## src/rtl/dram_reader.sv

```systemverilog
// DRAM readback engine: streams a block of 16-bit DRAM words out as bytes,
// high byte first, over a valid/ready byte interface.
module dram_reader #(
    parameter int unsigned ADDR_WIDTH = 9,
    parameter int unsigned DATA_WIDTH = 16
) (
    input  logic                  clock,
    input  logic                  reset,
    input  logic                  dump_start,
    input  logic [ADDR_WIDTH-1:0] addr_first,
    input  logic [ADDR_WIDTH:0]   word_count,
    output logic                  mem_read_en,
    output logic [ADDR_WIDTH-1:0] mem_addr,
    input  logic [DATA_WIDTH-1:0] mem_data_in,
    output logic [7:0]            byte_out,
    output logic                  byte_valid,
    input  logic                  byte_ready,
    output logic                  busy,
    output logic                  done
);

    typedef enum logic [2:0] {
        StIdle,
        StRead,
        StCapture,
        StSendHi,
        StSendLo,
        StDone
    } state_e;

    state_e                state_q, state_d;
    logic [ADDR_WIDTH-1:0] cur_addr_q, cur_addr_d;
    logic [ADDR_WIDTH:0]   remaining_q, remaining_d;
    logic [DATA_WIDTH-1:0] word_q, word_d;

    logic                  mem_read_en_d;
    logic [ADDR_WIDTH-1:0] mem_addr_d;
    logic [7:0]            byte_out_d;
    logic                  byte_valid_d;
    logic                  busy_d;
    logic                  done_d;

    always_comb begin
        state_d     = state_q;
        cur_addr_d  = cur_addr_q;
        remaining_d = remaining_q;
        word_d      = word_q;

        unique case (state_q)
            StIdle: begin
                if (dump_start) begin
                    if (word_count != '0) begin
                        cur_addr_d  = addr_first;
                        remaining_d = word_count;
                        state_d     = StRead;
                    end else begin
                        state_d = StDone;
                    end
                end
            end
            StRead:    state_d = StCapture;
            StCapture: begin
                // Registered DRAM read: data for the READ address is valid now.
                word_d  = mem_data_in;
                state_d = StSendHi;
            end
            StSendHi: begin
                if (byte_ready) state_d = StSendLo;
            end
            StSendLo: begin
                if (byte_ready) begin
                    if (remaining_q == (ADDR_WIDTH + 1)'(1)) begin
                        state_d = StDone;
                    end else begin
                        cur_addr_d  = cur_addr_q + 1'b1;
                        remaining_d = remaining_q - 1'b1;
                        state_d     = StRead;
                    end
                end
            end
            StDone:  state_d = StIdle;
            default: state_d = StIdle;
        endcase
    end

    // Outputs are precomputed from the next state so they come straight from flops.
    always_comb begin
        mem_read_en_d = (state_d == StRead);
        mem_addr_d    = (state_d == StIdle) ? '0 : cur_addr_d;
        byte_valid_d  = (state_d == StSendHi) || (state_d == StSendLo);
        busy_d        = (state_d != StIdle);
        done_d        = (state_d == StDone);
        byte_out_d    = '0;
        if (state_d == StSendHi) begin
            byte_out_d = word_d[DATA_WIDTH-1 -: 8];
        end else if (state_d == StSendLo) begin
            byte_out_d = word_d[7:0];
        end
    end

    always_ff @(posedge clock) begin
        if (reset) begin
            state_q     <= StIdle;
            cur_addr_q  <= '0;
            remaining_q <= '0;
            word_q      <= '0;
            mem_read_en <= 1'b0;
            mem_addr    <= '0;
            byte_out    <= '0;
            byte_valid  <= 1'b0;
            busy        <= 1'b0;
            done        <= 1'b0;
        end else begin
            state_q     <= state_d;
            cur_addr_q  <= cur_addr_d;
            remaining_q <= remaining_d;
            word_q      <= word_d;
            mem_read_en <= mem_read_en_d;
            mem_addr    <= mem_addr_d;
            byte_out    <= byte_out_d;
            byte_valid  <= byte_valid_d;
            busy        <= busy_d;
            done        <= done_d;
        end
    end

endmodule

```

## config.mk

```make
export PLATFORM = sky130hd
export DESIGN_NAME = dram_reader
export DESIGN_NICKNAME = d
export VERILOG_FILES = /design/src/rtl/dram_reader.sv
export SDC_FILE = /design/constraint.sdc
export NUM_CORES = 1
export LEC_CHECK = 0
export CAP_MARGIN = 20
export CORE_MARGIN = 2
export CORE_UTILIZATION = 35
export DETAILED_ROUTE_END_ITERATION = 7
export DONT_BUFFER_PORTS = 1
export HOLD_SLACK_MARGIN = 0.05
export SYNTH_ARGS = -nofsm -noshare
export SYNTH_HDL_FRONTEND = slang
export SYNTH_SLANG_ARGS = --single-unit
```

## constraint.sdc

```tcl
create_clock -name clock -period 4.75 [get_ports clock]
set_input_delay 1.1875 -clock clock [delete_from_list [all_inputs] [get_ports clock]]
set_output_delay 1.1875 -clock clock [all_outputs]
set_load 0.01 [all_outputs]
```

==> results.cfg <==
[run_status]
status = completed

[power_and_ir_drop]
ir_drop_v = 0.000150
total_power_w = 0.00117
p_leak_nw = 1.01
power.density_nw_per_um2 = 402

[route]
wl_met2_um = 2820
viasPerCell = 5.46
wl_met1_um = 2910
dr.pass1.iters = 5
wl_per_cell_um = 15.1
wl_met3_um = 444
drt_iter0_drc = 69
drc = 0
vias = 2273
top_layer_used = met4
wl_um = 6290
antenna_left = 0

[logic_synthesis]
synth_common_cells = dfxtp_1, nand2_1, a21oi_1
synth_nets = 357
ys_types = 50
syn_inst = 315
synth_area_per_cell_um2 = 8.39
synthMostInstantiatedCell = dfxtp_1
ys_seq_elements = 59
synth_warnings = 0
syn-cell-area_um2 = 2640
synth_flop_cell = dfxtp_1
synth_edf_count = 0
synth-seq-area-share = 0.447
synthArstFlopShare = 0
synth_area_leader_cell = dfxtp_1
netlist.area_leader.share = 0.447
yosys-top-cells-area = dfxtp_1, nand2_1, a21oi_1

[sta]
hold_viol = 0
hold_slack_ps = 455
tightest_slew_ps = 904
fin_ws_ps = 1830
final.setup_skew_ps = 10.4
rsz0062_at_grt = false
fmax_mhz = 343
finalCritPeriodShare = 0.614
setup_viol = 0
final_max_slew_viol_count = 0
tns_ps = 0
slew_headroom = 0.393
fin_crit_ps = 2920

[critical_path]
worstPathRequired_ps = 5020
cp-end-kind = register
critPathArrivalTime_ps = 3190
start_kind = input pin
critPathMaxFanout = 14
criticalPathCategory = in2reg

[grt]
grt_pass1_vias = 2167
grt_max_degree = 41
grt_usage = 0.162
antenna_found_initial = 0
gr-total-overflow = 0
grt_pass1_wl_um = 10600

[die]
die_height_um = 90.9
core-area_um2 = 7290
dieArea_um2 = 8260
fp.dieW_um = 90.9
row_count = 31
initial_utilization = 0.362
ios = 60

[cells_and_area]
drive_above_1_share = 0.104
final_cell_count_no_fill = 416
nets = 354
areaGrowthSynthToFinish_pct = 9.90
n_antenna_cell = 0

[clock_tree]
insertion_delay_ps = 330
cts_root_buffer = clkbuf_8
clockBufferDepth = 2
post_cts_buffers = 0
cts_hold_buf = 0
numCtsBuffers = 9
cts_tree = yes
clk_pin_slew_worst_paths_ps = 70
clock-sinks = 59
cts_max_level = 3
cts_resized = 0

[flow_run]
drv_cap = 0

[placed_design]
portBuffers = 0
dp_hpwl_um = 4420
gp_congestion = 0.795
dp_worst_setup_slack_ps = 1490
dp.cells = 399

[hold_path]
min_path_type = reg2reg
## cells in the final DEF, fill, tap and decap left out, drive strengths merged, types with 5 or more instances in the layout
| master | synthesis | layout |
|---|---|---|
| a211oi | 5 | 5 |
| a21oi | 33 | 33 |
| a22o | 10 | 10 |
| a31oi | 5 | 5 |
| clkbuf | 10 | 9 |
| dfxtp | 59 | 59 |
| inv | 10 | 11 |
| nand2 | 54 | 54 |
| nand3 | 5 | 5 |
| nor2 | 26 | 26 |
| nor2b | 6 | 6 |
| nor3 | 12 | 12 |
| nor4 | 7 | 7 |
| o21ai | 15 | 15 |
## cell type report
class	count	area [um2]
fill	794	4390
multi-input combinational	231	1350
sequential	59	1180
clock buffer	9	124
tap	99	124
clock inverter	7	77.6
inverter	10	37.5
timing repair buffer	1	7.51
## critical path: stages
cell     delay (ps)
nor4_1          500
a31oi_2         410
nor2_1          720
o21ai_0         190
a21oi_1         170
## cells by family after synthesis
group / count (synthesis) / share of synthesized area
AOI/OAI and AO/OA: 93 / 0.242
xor gates and xnor gates: 1 / 0.00331
adders and majority gates: 3 / 0.0142
buffers and inverters: 25 / 0.0412
DFF: 59 / 0.447
muxes: 1 / 0.00426
and+or+nand+nor: 133 / 0.248
## flip-flops by register name, summed over array words and instances, names as in the netlist
signal       cells
busy             1
byte_out         8
byte_valid       1
cur_addr_q       9
done             1
mem_addr         9
mem_read_en      1
remaining_q     10
state_q          3
word_q          16
## worst paths after layout
path / cells past startpoint / endpoint / slack, ps / startpoint
worst min register to register: 2 / word_q[13] / 450 / word_q[13]
worst max-delay path: 5 / remaining_q[9] / 1830 / word_count[6]
worst min-delay path: 2 / word_q[13] / 450 / word_q[13]
worst max register to register: 5 / mem_addr[1] / 2200 / state_q[2]
## power by group
| group | internal (W) | total (W) | switching, W |
|---|---|---|---|
| Combinational | 0.0000588 | 0.000150 | 0.0000913 |
| Sequential | 0.000529 | 0.000563 | 0.0000339 |
| Clock | 0.000245 | 0.000455 | 0.000210 |
| Total | 0.000833 | 0.00117 | 0.000335 |
## metal layers
metal / up-vias / track usage
met4: 0 / 0.0556
met1: 1068 / 0.202
met3: 10 / 0.0668
met5: - / 0
li1: 1132 / -
met2: 63 / 0.251
## through the flow
stage | utilization | instance area, um2
after CTS | 0.397 | 2900
final | 0.398 | 2900
after floorplan | - | 2640
after global placement | 0.370 | 2700
after global routing | 0.398 | 2900
after detailed placement | 0.370 | 2700
No activity file was read; power rests on OpenSTA's default activity.
